--- src/rtl/pzcorebus_request_1_to_m_multicast_switch.sv ---
// Request-path 1-to-M switch: a per-command destination mask routes each command to any subset
// of masters, tracks acceptance per destination and replicates write beats to every destination.
module pzcorebus_request_1_to_m_multicast_switch #(
    parameter int MASTERS          = 4,
    parameter int ID_WIDTH         = 8,
    parameter int ADDRESS_WIDTH    = 32,
    parameter int INFO_WIDTH       = 4,
    parameter int DATA_WIDTH       = 64,
    parameter int CMD_WIDTH        = 3,
    parameter int WAIT_FOR_COMMAND = 1
) (
    input  logic                     i_clk,
    input  logic                     i_rst,
    input  logic [MASTERS-1:0]       i_select,
    input  logic                     i_mcmd_valid,
    output logic                     o_scmd_accept,
    input  logic [CMD_WIDTH-1:0]     i_mcmd,
    input  logic                     i_mcmd_data,
    input  logic [ID_WIDTH-1:0]      i_mid,
    input  logic [ADDRESS_WIDTH-1:0] i_maddr,
    input  logic [INFO_WIDTH-1:0]    i_minfo,
    input  logic                     i_mdata_valid,
    output logic                     o_sdata_accept,
    input  logic [DATA_WIDTH-1:0]    i_mdata,
    input  logic                     i_mdata_last,
    output logic [MASTERS-1:0]       o_mcmd_valid,
    input  logic [MASTERS-1:0]       i_scmd_accept,
    output logic [CMD_WIDTH-1:0]     o_mcmd,
    output logic [ID_WIDTH-1:0]      o_mid,
    output logic [ADDRESS_WIDTH-1:0] o_maddr,
    output logic [INFO_WIDTH-1:0]    o_minfo,
    output logic                     o_mcmd_data,
    output logic [MASTERS-1:0]       o_mdata_valid,
    input  logic [MASTERS-1:0]       i_sdata_accept,
    output logic [DATA_WIDTH-1:0]    o_mdata,
    output logic                     o_mdata_last,
    output logic                     o_null_select
);

    localparam logic [0:0] IDLE = 1'b0;
    localparam logic [0:0] DATA = 1'b1;

    logic [0:0]         state_q, state_d;
    logic [MASTERS-1:0] cmd_done_q, cmd_done_d;
    logic [MASTERS-1:0] beat_done_q, beat_done_d;
    logic [MASTERS-1:0] data_mask_q, data_mask_d;
    logic               null_select_q, null_select_d;

    logic               cmd_enable;
    logic               cmd_fire;
    logic               data_fire;
    logic [MASTERS-1:0] cmd_ack_ok;
    logic [MASTERS-1:0] data_ack_ok;
    logic [MASTERS-1:0] fwd_mask;

    assign o_mcmd        = i_mcmd;
    assign o_mid         = i_mid;
    assign o_maddr       = i_maddr;
    assign o_minfo       = i_minfo;
    assign o_mcmd_data   = i_mcmd_data;
    assign o_mdata       = i_mdata;
    assign o_mdata_last  = i_mdata_last;
    assign o_null_select = null_select_q;

    always_comb begin
        cmd_enable    = (state_q == IDLE);
        cmd_ack_ok    = ~i_select | cmd_done_q | i_scmd_accept;
        o_scmd_accept = cmd_enable & (&cmd_ack_ok);
        o_mcmd_valid  = {MASTERS{i_mcmd_valid & cmd_enable}} & i_select & ~cmd_done_q;
        cmd_fire      = i_mcmd_valid & o_scmd_accept;

        // Without WAIT_FOR_COMMAND, a beat may reach a master early, but the slave only sees
        // the beat accepted once the command itself completes in the same cycle.
        fwd_mask       = '0;
        data_ack_ok    = '1;
        o_sdata_accept = 1'b0;
        if (state_q == DATA) begin
            fwd_mask       = data_mask_q;
            data_ack_ok    = ~data_mask_q | beat_done_q | i_sdata_accept;
            o_sdata_accept = &data_ack_ok;
        end else if ((WAIT_FOR_COMMAND == 0) && i_mcmd_valid && i_mcmd_data) begin
            fwd_mask       = i_select & (cmd_done_q | i_scmd_accept);
            data_ack_ok    = ~i_select | beat_done_q | i_sdata_accept;
            o_sdata_accept = cmd_fire & (&data_ack_ok);
        end

        o_mdata_valid = {MASTERS{i_mdata_valid}} & fwd_mask & ~beat_done_q;
        data_fire     = i_mdata_valid & o_sdata_accept;
    end

    always_comb begin
        cmd_done_d    = cmd_fire  ? '0 : (cmd_done_q  | (o_mcmd_valid  & i_scmd_accept));
        beat_done_d   = data_fire ? '0 : (beat_done_q | (o_mdata_valid & i_sdata_accept));
        null_select_d = cmd_fire & (i_select == '0);
        state_d       = state_q;
        data_mask_d   = data_mask_q;
        case (state_q)
            IDLE: begin
                if (cmd_fire && i_mcmd_data && !(data_fire && i_mdata_last)) begin
                    state_d     = DATA;
                    data_mask_d = i_select;
                end
            end
            DATA: begin
                if (data_fire && i_mdata_last) begin
                    state_d     = IDLE;
                    data_mask_d = '0;
                end
            end
            default: begin
                state_d     = IDLE;
                data_mask_d = '0;
            end
        endcase
    end

    always_ff @(posedge i_clk or posedge i_rst) begin
        if (i_rst) begin
            state_q       <= IDLE;
            cmd_done_q    <= '0;
            beat_done_q   <= '0;
            data_mask_q   <= '0;
            null_select_q <= 1'b0;
        end else begin
            state_q       <= state_d;
            cmd_done_q    <= cmd_done_d;
            beat_done_q   <= beat_done_d;
            data_mask_q   <= data_mask_d;
            null_select_q <= null_select_d;
        end
    end

endmodule

--- config.mk ---
export PLATFORM = sky130hd
export DESIGN_NAME = pzcorebus_request_1_to_m_multicast_switch
export DESIGN_NICKNAME = d
export VERILOG_FILES = /design/src/rtl/pzcorebus_request_1_to_m_multicast_switch.sv
export SDC_FILE = /design/constraint.sdc
export NUM_CORES = 1
export LEC_CHECK = 0
export ABC_CLOCK_PERIOD_IN_PS = 1600
export CAP_MARGIN = 20
export CORE_AREA = 2 2 97 99
export CTS_CLUSTER_SIZE = 28
export DETAILED_ROUTE_END_ITERATION = 12
export DIE_AREA = 0 0 99 101
export GPL_TIMING_DRIVEN = 0
export PLACE_DENSITY_LB_ADDON = 0.15
export RECOVER_POWER = 25
export SKIP_LAST_GASP = 1
export SYNTH_ARGS = -nofsm -noshare
export SYNTH_HDL_FRONTEND = slang
export SYNTH_SLANG_ARGS = --single-unit
--- constraint.sdc ---
create_clock -name i_clk -period 1.6 [get_ports i_clk]
set_input_delay 0.16 -clock i_clk [delete_from_list [all_inputs] [get_ports i_clk]]
set_output_delay 0.16 -clock i_clk [all_outputs]
set_load 0.01 [all_outputs]
# Word level (Yosys, flattened, before mapping)

Cells that the tools add are included.

Register bits: 14
Input bits: 129
Output and inout bits: 124
Word-level logic and storage cells: 47

Equality and inequality tests: 2
Mux-type cells: 10
Bitwise operators: 22
Reduce and logical (&&, ||, !) cells: 8

Operator list:

| operator                                      | count |
|---|---|
| bitwise AND 4 bit                             | 6 |
| bitwise OR 4 bit                              | 6 |
| two-way mux 4 bit                             | 5 |
| NOT 4 bit                                     | 4 |
| one-hot mux 4 bit (2 select lines)            | 1 |
| AND reduction 4 bit                           | 2 |
| bitwise AND 1 bit                             | 5 |
| logical NOT 4 bit                             | 1 |
| != test 2 x 1 -> 1 bit, second input constant | 2 |
| logical AND 1 bit                             | 3 |
| two-way mux 1 bit                             | 3 |
| one-hot mux 1 bit (2 select lines)            | 1 |
| AND reduction 2 bit                           | 1 |
| logical NOT 1 bit                             | 1 |
| NOT 1 bit                                     | 1 |

# Longest topological paths before layout

Gate-level depths: netlist (run 1).

Depth in word-level cells: 11
Gate-level depth with buffers: 6

# Worst setup path before layout (run 1)

Ideal clock, no wire load.

Path type: register to register
From: register state_q
To: register data_mask_q[0]
Library setup time: 0.125 ns
Data arrival time: 1.488 ns
Required time: 1.475 ns
Slack: -0.013 ns
Stages on the path, launching flop included: 7
Path buffers: 2
Clock period less this slack: 1.613 ns
Path through: dfrtp_1 and2_4 buf_6 and2_1 buf_6 a22o_4 mux2_4

Cells in the longest elaborated chain, start to end: 7
Elaborated cells between the ends (all ways): 13

Ends and longest elaborated chain:

| what                                                          | RTL line    | source |
|---|---|---|
| start: declaration                                            | 43          | `logic [0:0] state_q, state_d;` |
| start signal: assignment                                      | 125         | `state_q <= state_d;` |
| two-way mux 1 bit / NOT 1 bit (equally long branches)         | --          |  |
| bitwise AND 1 bit (on tied branches)                          | 88, 68      |  |
| logical AND 1 bit / bitwise AND 1 bit (equally long branches) | 99, 105, 70 |  |
| logical NOT 1 bit / logical AND 1 bit (equally long branches) | 99          | `if (cmd_fire && i_mcmd_data && !(data_fire && i_mdata_last)) begin` |
| logical AND 1 bit                                             | 99          |  |
| != test 2 x 1 -> 1 bit (no source line)                       | --          |  |
| AND reduction 2 bit (no source line)                          | --          |  |
| end signal: assignment                                        | 128         | `data_mask_q <= data_mask_d;` |
| end: declaration                                              | 46          | `logic [MASTERS-1:0] data_mask_q, data_mask_d;` |

Parallel ways exist; a longest one is shown, timed or not.
A chain may end at the register's enable or synchronous reset.

# Worst setup path after layout (run 1)

From: register state_q
To: register data_mask_q[1]

Same word-level chain as after synthesis.

==> flow_summary.ini, run 1 <==
[outcome]
status = finished, violations left
violations = setup timing

[run]
maxCapViolations = 0

[pwr]
power.switching_mw = 0.841
power_density_nw_per_um2 = 777
peakVddDrop_uv = 375
pwr-share-comb_pct = 63.9
p_int_mw = 1.82
switching_share_pct = 31.7
p_leak_nw = 1.66
seqPwrFrac_pct = 23.1
clkPwrFrac_pct = 13.0

[timing]
max_slew_margin_pct = 61.6
fmax_ghz = 0.597
min_period_ns = 1.67
setup_violations = 5
clock_skew_ns = 0.00366
post-route-period-util_pct = 105
tightest_slew_ns = 0.576
hold_viol = 0
final_max_slew_viol_count = 0
worst_hold_slack_ns = 0.300
rsz0062_at_grt = true
setup_slack_ns = -0.0737

[setup_path]
critical_path_arrival_ns = 1.80
endpoint_kind = flop
critPathMaxFanout = 4
path_class = flop to flop
cp.required_ns = 1.73
critPathLaunchType = flop

[finish]
syn_to_final_growth_pct = 110
layout-drive-gt1-share_pct = 46.4
final_common_cell = buf_4
instances_no_fill = 469
final_cell_mix = buf_4 (127), clkdlybuf4s50_1 (107), dlygate4sd3_1 (22)
nets = 488
antenna_cells = 0

[clock_tree]
htreeDepth = 1
cts_tree = built
numCtsBuffers = 3
cts-root-buf = clkbuf_8
clk_pin_slew_ns = 0.06
insertion_delay_ns = 0.24
cts.sink_count = 14
clockBufferDepth = 2

[detailed_routing]
ant_nets = 0
first_iter_violations = 34
dr.pass1.iters = 4
vias = 1679
route.detailed.drc = 0
drt_wl_total_mm = 5.53
wire_per_inst_um = 11.8
via_per_inst = 3.58

[placement]
place.gp.congestion = 0.728
port_buffers = 141
place_inst = 445
dp_hpwl_mm = 4.76

[die]
core_area_um2 = 8980
num_rows = 35
start_util_pct = 18.1
fp.dieH_um = 101
die_w_um = 99
dieArea_um2 = 10000
io_pins = 253

[global_route]
antenna_found_initial = 0
grt_pass1_vias = 1585
grt_usage_pct = 9.61
grt_pass1_wl_mm = 7.70
grt_max_degree = 15
grt_overflow = 0

[yosys]
ys_seq_area_share_pct = 21.5
ys_ff_latch = 14
yosysUniqueCellTypes = 20
syn_inst = 193
synthesis.area_um2 = 1630
syn-num-nets = 322
yosysWarnings = 0
avgSynthCellArea_um2 = 8.43

[worst_hold_path]
hold_path_class = input port to flop
Yosys cell counts, drive strengths merged:
cell	instances	area (um2)
a21oi	2	10.0
a22o	2	26.3
a22oi	1	7.51
a31oi	8	50.1
and2	4	28.8
and2b	4	35.0
and3b	1	8.76
buf	116	882
dfrtp	14	350
inv	1	3.75
mux2	4	60.1
nand2	8	30.0
nor2	20	75.1
nor2b	1	8.76
nor3b	5	37.5
nor4	2	12.5
repair_timing:
action / in CTS / in global routing
hold buffers: 0 / 0
resized for setup: 19 / 23
pin swaps: 4 / 5
hold endpoints to repair: 0 / 0
buffers inserted: 14 / 8
endpoints found under the setup margin: 14 / 11
critical path, stage by stage (launching register included):
cell and delay (ns):
dfrtp_2 0.44, buf_6 0.13, nor2b_4 0.14, buf_6 0.11, and3b_1 0.17, buf_6 0.11
a22o_4 0.16, mux2_4 0.30
final timing paths:
check | slack, ns | startpoint | to | cells after the start
max | -0.07 | state_q$_DFF_PP0_ | data_mask_q[1]$_DFFE_PP0P_ | 7
min | 0.30 | i_select[3] | cmd_done_q[3]$_DFF_PP0_ | 3
max reg2reg | -0.07 | state_q$_DFF_PP0_ | data_mask_q[1]$_DFFE_PP0P_ | 7
min reg2reg | 0.52 | cmd_done_q[3]$_DFF_PP0_ | cmd_done_q[3]$_DFF_PP0_ | 2
max in group asynchronous | 0.78 | i_rst | state_q$_DFF_PP0_ | 2
min in group asynchronous | 0.41 | i_rst | o_null_select$_DFF_PP0_ | 2
state kept, by name, summed over array words and instances (netlist names):
name           cells
cmd_done_q         4
data_mask_q        4
beat_done_q        4
o_null_select      1
state_q            1
layer usage:
metal | GRT usage (%) | vias up | part of all wire (%)
li1 | - | 834 | -
met1 | 10.6 | 728 | 33
met2 | 17.9 | 115 | 55
met3 | 3.95 | 2 | 12
met4 | 0.948 | 0 | 0.34
met5 | 0 | - | 0
per-stage QoR:
step	utilization [%]	setup WS, ns	power [mW]	cell area, um2	setup TNS, ns
3_5_place_dp	35.4	-0.341	2.00	3180	-3.45
5_1_grt	38.1	-0.165	2.87	3420	-0.874
3_3_place_gp	35.4	-0.327	1.98	3180	-3.38
2_1_floorplan	-	-0.0135	1.41	1630	-0.0540
4_1_cts	37.3	-0.0847	2.56	3340	-0.525
6_report	38.1	-0.0737	2.66	3420	-0.327
power groups by stage:
| stage | clock (mW) | sequential, mW | combinational [mW] |
|---|---|---|---|
| after detailed placement | 0 | 0.655 | 1.34 |
| after global routing | 0.378 | 0.638 | 1.85 |
| after global placement | 0 | 0.650 | 1.33 |
| after floorplan | 0 | 0.610 | 0.797 |
| final | 0.346 | 0.614 | 1.70 |
| after CTS | 0.358 | 0.615 | 1.58 |
logic make-up after synthesis:
kind of cell	after synthesis	share of synthesized area (%)
compound gates	13	5.77
simple gates	45	14.5
buf+inv	117	54.5
mux	4	3.69
flops	14	21.5
final cells by class:
cell class / instances / area (um2)
Buffer: 116 / 882
Clock buffer: 4 / 55.1
Fill cell: 929 / 5560
Inverter: 1 / 3.75
Multi-Input combinational cell: 62 / 432
Sequential cell: 14 / 352
Tap cell: 111 / 139
Timing Repair Buffer: 161 / 1560
Power figures use the tool's default switching activity.
==> inputs of run 2 (changes only) <==
--- a/config.mk
+++ b/config.mk
@@ -12,6 +12,7 @@
 export DETAILED_ROUTE_END_ITERATION = 12
 export DIE_AREA = 0 0 99 101
 export GPL_TIMING_DRIVEN = 0
+export MAX_ROUTING_LAYER = met4
 export PLACE_DENSITY_LB_ADDON = 0.15
 export RECOVER_POWER = 25
 export SKIP_LAST_GASP = 1
==> flow_summary.ini, run 2 (same netlist as run 1, synthesis figures left out) <==
[outcome]
status = finished, violations left
violations = setup timing

[detailed_routing]
wire_per_inst_um = 11.8
drt_wl_total_mm = 5.53
via_per_inst = 3.59
vias = 1685
first_iter_violations = 51
dr.pass1.iters = 4
route.detailed.drc = 0
ant_nets = 0

[finish]
final_common_cell = buf_4
design_area_um2 = 3420
instances_no_fill = 469
top_regs = beat_done_q (4), cmd_done_q (4), data_mask_q (4)
nets = 488
antenna_cells = 0
layout-drive-gt1-share_pct = 46.4
syn_to_final_growth_pct = 110
fillers = 929
final_cell_mix = buf_4 (127), clkdlybuf4s50_1 (107), dlygate4sd3_1 (22)
fin_util_pct = 38.1

[placement]
place_area_um2 = 3180
place_ws_ns = -0.341
port_buffers = 141
dp_hpwl_mm = 4.76
place.gp.congestion = 0.737
place_inst = 445

[timing]
clock_skew_ns = 0.00244
setup_violations = 5
rsz0062_at_grt = true
post-route-period-util_pct = 105
fmax_ghz = 0.596
worst_hold_slack_ns = 0.299
min_period_ns = 1.68
final_max_slew_viol_count = 0
tightest_slew_ns = 0.590
max_slew_margin_pct = 60.6
fin_tns_setup_ns = -0.342
setup_slack_ns = -0.0767
hold_viol = 0

[die]
io_pins = 253
num_rows = 35
dieArea_um2 = 10000
fp.dieH_um = 101
die_w_um = 99
core_area_um2 = 8980
start_util_pct = 18.1

[global_route]
grt_pass1_wl_mm = 7.69
grt_max_degree = 15
grt_pass1_vias = 1587
antenna_found_initial = 0
grt_overflow = 0
grt_usage_pct = 9.90

[setup_path]
critPathLaunchType = flop
critical_path_arrival_ns = 1.80
reg2regPathDepth = 7
crit_start = state_q$_DFF_PP0_
endpoint_kind = flop
cp.required_ns = 1.73
r2r_start = state_q$_DFF_PP0_
ff2ff_setup_slack_ns = -0.08
crit_path_end = data_mask_q[1]$_DFFE_PP0P_
path_class = flop to flop
r2r_end = data_mask_q[1]$_DFFE_PP0P_
critPathMaxFanout = 4

[clock_tree]
cts_tree = built
insertion_delay_ns = 0.24
numCtsBuffers = 3
clockBufferDepth = 2
cts.sink_count = 14
cts-root-buf = clkbuf_8
clk_pin_slew_ns = 0.06
htreeDepth = 1

[pwr]
p_leak_nw = 1.66
power_density_nw_per_um2 = 777
total_power_mw = 2.66
peakVddDrop_uv = 373

[run]
maxCapViolations = 0

[worst_hold_path]
hold_path_class = input port to flop
## run 2: worst max-delay path, cell delays in order, from the launching register on
cell and delay [ns]:
dfrtp_2 0.44, buf_6 0.13, nor2b_4 0.14, buf_6 0.11, and3b_1 0.17, buf_6 0.11
a22o_4 0.16, mux2_4 0.30
## run 2: power by group
part	switching [mW]	total (mW)	internal, mW
combinational	0.605	1.70	1.09
sequential	0.110	0.615	0.505
clock	0.128	0.345	0.218
total	0.842	2.66	1.82
## run 2: worst min path at each step
stage | startpoint | endpoint | slack, ns | depth (start not counted)
after detailed placement | beat_done_q[2]$_DFF_PP0_ | beat_done_q[2]$_DFF_PP0_ | 0.51 | 2
after global placement | cmd_done_q[2]$_DFF_PP0_ | cmd_done_q[2]$_DFF_PP0_ | 0.50 | 2
final | i_select[3] | cmd_done_q[3]$_DFF_PP0_ | 0.30 | 3
after floorplan | i_rst | beat_done_q[0]$_DFF_PP0_ | 0.05 | 1
after CTS | i_rst | cmd_done_q[1]$_DFF_PP0_ | 0.29 | 2
after global routing | i_select[3] | cmd_done_q[3]$_DFF_PP0_ | 0.32 | 3
## run 2: per-layer routing
metal / global-route usage (%) / vias to the layer above / routed length [um]
li1: - / 835 / -
met1: 11.3 / 733 / 1910
met2: 17.8 / 115 / 3030
met3: 2.91 / 2 / 573
met4: 0.948 / 0 / 14
met5: - / - / 0
## run 2: what timing repair did
| action | 4_1_cts | 5_1_grt |
|---|---|---|
| buffers inserted | 14 | 8 |
| pin swaps | 4 | 5 |
| endpoints found under the hold margin | 0 | 0 |
| resized for setup | 19 | 23 |
| endpoints found under the setup margin | 14 | 11 |
| hold buffers | 0 | 0 |
## run 2: layout make-up
type,instances,area [um2],area share [%]
inverter,1,3.75,0.110
timing repair buffer,161,1560,45.6
multi-input combinational,62,432,12.6
tap,111,139,4.06
clock buffer,4,55.1,1.61
buffer,116,882,25.8
sequential,14,352,10.3
